$ cat src/rtl/apb_master.sv
// APB master: bridges a simple CPU req/ready handshake onto a 4-slave APB bus.
// Optional macro APB_TIMEOUT_EN adds an ACCESS-phase timeout that aborts with err.
module apb_master #(
    parameter int unsigned TIMEOUT_CYCLES = 16
) (
    input  logic        clk,
    input  logic        reset,
    input  logic        req_i,
    input  logic        write_i,
    input  logic [31:0] addr_i,
    input  logic [31:0] wdata_i,
    output logic [31:0] rdata_o,
    output logic        ready_o,
    output logic        err_o,
    output logic [31:0] paddr_o,
    output logic        pwrite_o,
    output logic [31:0] pwdata_o,
    output logic [3:0]  psel_o,
    output logic        penable_o,
    input  logic [31:0] prdata0_i,
    input  logic [31:0] prdata1_i,
    input  logic [31:0] prdata2_i,
    input  logic [31:0] prdata3_i,
    input  logic        pready0_i,
    input  logic        pready1_i,
    input  logic        pready2_i,
    input  logic        pready3_i
);

    if (TIMEOUT_CYCLES < 1) begin : g_timeout_range_invalid
        $error("apb_master: TIMEOUT_CYCLES must be at least 1");
    end

    typedef enum logic [1:0] {
        IDLE   = 2'd0,
        SETUP  = 2'd1,
        ACCESS = 2'd2
    } state_t;

    state_t      state_q;
    logic [1:0]  sel_q;
    logic [31:0] paddr_q;
    logic        pwrite_q;
    logic [31:0] pwdata_q;
    logic [3:0]  psel_q;
    logic        penable_q;
    logic [31:0] rdata_q;
    logic        ready_q;
    logic        err_q;

    // Slaves live at 0x1000_0000 + n*0x1000, n = 0..3.
    logic        dec_hit;
    logic [1:0]  dec_idx;
    assign dec_hit = (addr_i[31:14] == 18'h04000);
    assign dec_idx = addr_i[13:12];

    logic        pready_sel;
    logic [31:0] prdata_sel;
    always_comb begin
        pready_sel = 1'b0;
        prdata_sel = 32'h0;
        case (sel_q)
            2'd0: begin pready_sel = pready0_i; prdata_sel = prdata0_i; end
            2'd1: begin pready_sel = pready1_i; prdata_sel = prdata1_i; end
            2'd2: begin pready_sel = pready2_i; prdata_sel = prdata2_i; end
            default: begin pready_sel = pready3_i; prdata_sel = prdata3_i; end
        endcase
    end

`ifdef APB_TIMEOUT_EN
    localparam int unsigned CNT_W = $clog2(TIMEOUT_CYCLES + 1);
    logic [CNT_W-1:0] cnt_q;
`endif

    always_ff @(posedge clk or posedge reset) begin
        if (reset) begin
            state_q   <= IDLE;
            sel_q     <= 2'd0;
            paddr_q   <= 32'h0;
            pwrite_q  <= 1'b0;
            pwdata_q  <= 32'h0;
            psel_q    <= 4'b0000;
            penable_q <= 1'b0;
            rdata_q   <= 32'h0;
            ready_q   <= 1'b0;
            err_q     <= 1'b0;
`ifdef APB_TIMEOUT_EN
            cnt_q     <= '0;
`endif
        end else begin
            ready_q <= 1'b0;
            err_q   <= 1'b0;
            case (state_q)
                IDLE: begin
                    psel_q    <= 4'b0000;
                    penable_q <= 1'b0;
                    // ready_q gating gives the mandatory turnaround cycle.
                    if (req_i && !ready_q) begin
                        paddr_q  <= addr_i;
                        pwrite_q <= write_i;
                        pwdata_q <= wdata_i;
                        sel_q    <= dec_idx;
                        if (dec_hit) begin
                            state_q <= SETUP;
                            psel_q  <= 4'b0001 << dec_idx;
`ifdef APB_TIMEOUT_EN
                            cnt_q   <= '0;
`endif
                        end else begin
                            ready_q <= 1'b1;
                            err_q   <= 1'b1;
                            rdata_q <= 32'h0;
                        end
                    end
                end
                SETUP: begin
                    state_q   <= ACCESS;
                    penable_q <= 1'b1;
                end
                ACCESS: begin
                    if (pready_sel) begin
                        if (!pwrite_q) begin
                            rdata_q <= prdata_sel;
                        end
                        ready_q   <= 1'b1;
                        psel_q    <= 4'b0000;
                        penable_q <= 1'b0;
                        state_q   <= IDLE;
                    end
`ifdef APB_TIMEOUT_EN
                    else if (cnt_q == CNT_W'(TIMEOUT_CYCLES - 1)) begin
                        cnt_q     <= cnt_q + CNT_W'(1);
                        ready_q   <= 1'b1;
                        err_q     <= 1'b1;
                        rdata_q   <= 32'h0;
                        psel_q    <= 4'b0000;
                        penable_q <= 1'b0;
                        state_q   <= IDLE;
                    end else begin
                        cnt_q <= cnt_q + CNT_W'(1);
                    end
`endif
                end
                default: begin
                    state_q   <= IDLE;
                    psel_q    <= 4'b0000;
                    penable_q <= 1'b0;
                end
            endcase
        end
    end

    assign rdata_o   = rdata_q;
    assign ready_o   = ready_q;
    assign err_o     = err_q;
    assign paddr_o   = paddr_q;
    assign pwrite_o  = pwrite_q;
    assign pwdata_o  = pwdata_q;
    assign psel_o    = psel_q;
    assign penable_o = penable_q;

endmodule

$ cat config.mk
export PLATFORM = sky130hd
export DESIGN_NAME = apb_master
export DESIGN_NICKNAME = d
export VERILOG_FILES = /design/src/rtl/apb_master.sv
export SDC_FILE = /design/constraint.sdc
export NUM_CORES = 1
export LEC_CHECK = 0
export BUFFER_PORTS_ARGS = -buffer_cell sky130_fd_sc_hd__buf_2
export CORE_AREA = 2 2 117 119
export DETAILED_ROUTE_END_ITERATION = 8
export DIE_AREA = 0 0 119 121
export PLACE_DENSITY = 0.83
export SLEW_MARGIN = 0
export SYNTH_ARGS = -nofsm -noshare
export SYNTH_HDL_FRONTEND = slang
export SYNTH_SLANG_ARGS = --single-unit
export TNS_END_PERCENT = 10
$ cat constraint.sdc
create_clock -name clk -period 3.93 [get_ports clk]
set_input_delay 0.1965 -clock clk [delete_from_list [all_inputs] [get_ports clk]]
set_output_delay 0.1965 -clock clk [all_outputs]
set_load 0.02 [all_outputs]
==> impl_metrics.tcl <==
set metrics [dict create \
    status "finished, final reports clean" \
    crit_path_max_fanout 32 \
    syn_nets 695 \
    port_buffers 303 \
    r2r_slack_ps 1860 \
    die_x_um 119 \
    p_per_area_nw_per_um2 399.6 \
    crit_required_ps 4200 \
    finalNonFillerCells 966 \
    hold-path-cell-count 3 \
    drt-initial-drc-count 246 \
    synth-xor-area-share 0 \
    grt_pass1_vias 4738 \
    yosysWarnings 0 \
    vias 4607 \
    synth_most_common_cell "nand2_1" \
    whs_endpoint "pwdata_o[31]" \
    rr_startpoint "sel_q[0]" \
    synth_commonest_cells "nand2_1 (231), dfrtp_1 (106), inv_1 (36)" \
    drc 0 \
    wl_per_cell_um 15.45 \
    synth-seq-cells 106 \
    finalCritPeriodShare 0.5259 \
    total_power_mw 2.783 \
    synth_cells 495 \
    synth_edf_count 0 \
    crit_family "simple AND/OR/NAND/NOR gates" \
    gp_congestion 0.7865 \
    syn_area_per_cell_sq_um 10.16 \
    fin_util 0.5322 \
    rsz0062_at_grt "no" \
    min_period_ps 2067 \
    htree_levels 3 \
    synthAdderAreaFrac 0 \
    cts_buffer_depth 2 \
    min_from "wdata_i[31]" \
    cts_hold_buf 0 \
    setup_viol 0 \
    grt_pass1_wl_um 23650 \
    crit_chain "mux4_2, and2_1, nand2_1, o21ai_2" \
    synth_compound_area_frac 0.06743 \
    power.leakage_nw 3.802 \
    diodes 0 \
    cp-start-kind "flip-flop" \
    cp-end-kind "flip-flop" \
    drive_gt1_frac 0.5013 \
    synth_top_area_cell "dfrtp_1" \
    synth_top_family_by_area "simple AND/OR/NAND/NOR gates" \
    clkTransAtPathRegs_ps 80 \
    max_stage_delay_ps 880 \
    maxSlewHeadroom 0.2587 \
    fmax_mhz 483.8 \
    antenna_found_initial 0 \
    holdCritPathClass "in2reg" \
    critPathBufInv 0 \
    gr-total-overflow 0 \
    synth-async-reset-ratio 1.000 \
    cts_resized 0 \
    rows 42 \
    fin_nets 985 \
    viasPerCell 4.769 \
    core_sq_um 13090 \
    synth_top_area_frac 0.5275 \
    maxCapViolCount 0 \
    synthTopCellsByArea "dfrtp_1 (53%), nand2_1 (17%), mux4_2 (15%)" \
    drt_wl_total_um 14920 \
    cts_setup_buffers 0 \
    path_class "reg2reg" \
    die-area_sq_um 14400 \
    ir_drop_mv 0.2990 \
    final_antenna_net_count 0 \
    ios 304 \
    clock-sinks 106 \
    cts_buffers 9 \
    worstSkewPairLatency_ps 350 \
    dp.cells 950 \
    ys.flop_type "dfrtp_1" \
    finalSetupTns_ps 0 \
    chipHeight_um 121 \
    start_util 0.3843 \
    ys_seq_area_frac 0.5275 \
    grtUsageTotal 0.2108 \
    syn_area_sq_um 5029 \
    ys_types 28 \
    hold_viol_final 0 \
    hpwl_um 11400 \
    arrival_ps 2340 \
    cts_root_buffer "clkbuf_16" \
    dr.pass1.iters 4 \
    cp_slowest_cell "and2_1" \
    tritoncts "done" \
    grt_max_degree 74 \
    syn_to_final_growth_pct 38.49 \
    ff2ff_path_depth 4 \
    synth-simple-area-share 0.2000 \
    synth.area.mux_share 0.1478 \
    worstMarginPinSlew_ps 1112 \
    finClkSkew_ps 6.319 \
    r2r-end "rdata_o[20]" \
    report.final.slew_viol_count 0 \
]
[cell families (layout without fill, tap and decap cells)]
| group | after synthesis | after routing |
|---|---|---|
| mux | 33 | 33 |
| buf+inv | 66 | 361 |
| compound gates | 41 | 41 |
| flops | 106 | 106 |
| simple gates | 249 | 249 |
[per-stage QoR]
stage | hold slack [ps] | worst slack (ps) | cell area (sq um)
after detailed placement | 390.4 | 1851 | 6668
final | 31.51 | 1863 | 6964
after global routing | 20.17 | 1686 | 6964
after CTS | 14.48 | 1838 | 6964
after global placement | 385.2 | 1938 | 6668
after floorplan | 293.2 | 944.6 | 5029
[sequential cells by signal, summed over array words and instances (netlist names)]
signal and flops:
err_o 1, psel_o 4, pwdata_o 32, pwrite_o 1
state_q 2, rdata_o 32, paddr_o 31, penable_o 1
sel_q 1, ready_o 1
[final cells by class]
class                      instances  area [sq um]
inverter                          36         137.6
clock inverter                     7         71.32
timing repair buffer             309          1562
multi-input combinational        323          2095
fill                            1173          6121
clock buffer                       9         225.2
tap                              176         220.2
sequential                       106          2654
[layout by cell type (no fill, tap or decap)]
| cell type | netlist | layout |
|---|---|---|
| and2_1 | 1 | 1 |
| clkinvlp_4 | 0 | 2 |
| and2_2 | 1 | 1 |
| nor2_1 | 3 | 3 |
| nor3b_1 | 1 | 1 |
| clkbuf_16 | 0 | 9 |
| nand2_1 | 231 | 231 |
| or4b_2 | 1 | 1 |
| nor4_4 | 1 | 1 |
| dfrtp_2 | 0 | 1 |
| nand3b_1 | 1 | 1 |
| dfrtp_1 | 106 | 105 |
| or4_4 | 1 | 1 |
| o21ai_1 | 1 | 1 |
| buf_4 | 0 | 6 |
| inv_6 | 0 | 2 |
| nand4_1 | 1 | 1 |
| inv_4 | 0 | 1 |
| nor4_1 | 1 | 1 |
| inv_1 | 36 | 35 |
| clkinv_8 | 0 | 1 |
| o21ai_0 | 6 | 6 |
| a31oi_4 | 1 | 1 |
| nand2b_1 | 2 | 2 |
| nand3_1 | 1 | 1 |
| inv_8 | 0 | 2 |
| a21oi_1 | 1 | 1 |
| mux4_2 | 33 | 33 |
| and4b_1 | 1 | 1 |
| o21ai_2 | 30 | 30 |
| or4_1 | 1 | 1 |
| o31ai_1 | 2 | 2 |
| nor4b_2 | 0 | 1 |
| buf_2 | 14 | 303 |
[where the power goes]
part | leakage, nW | internal, mW | switching, mW | total, mW
combinational | 2.29 | 0.282 | 0.381 | 0.663
sequential | 1.37 | 1.18 | 0.0523 | 1.24
clock | 0.139 | 0.449 | 0.435 | 0.883
[metal layers]
metal | GRT usage | part of all wire | vias to the layer above
li1 | - | - | 2179
met1 | 0.2363 | 0.39 | 2202
met2 | 0.3775 | 0.52 | 204
met3 | 0.07472 | 0.076 | 22
met4 | 0.06176 | 0.018 | 0
met5 | 0 | 0 | -
[worst max path at each step]
stage                  start          end  depth (start not counted)
finish              sel_q[0]  rdata_o[20]                          4
global route        sel_q[0]  rdata_o[20]                          4
CTS                 sel_q[0]  rdata_o[20]                          4
detailed placement  sel_q[0]  rdata_o[20]                          4
global placement    sel_q[0]  rdata_o[18]                          4
floorplan              reset        err_o                          1
[tightest hold or removal path: cells and delay by family]
family        cells  cell delay (ps)
simple gates      2               80
buf+inv           1               70
(Power assumes the default switching activity.)
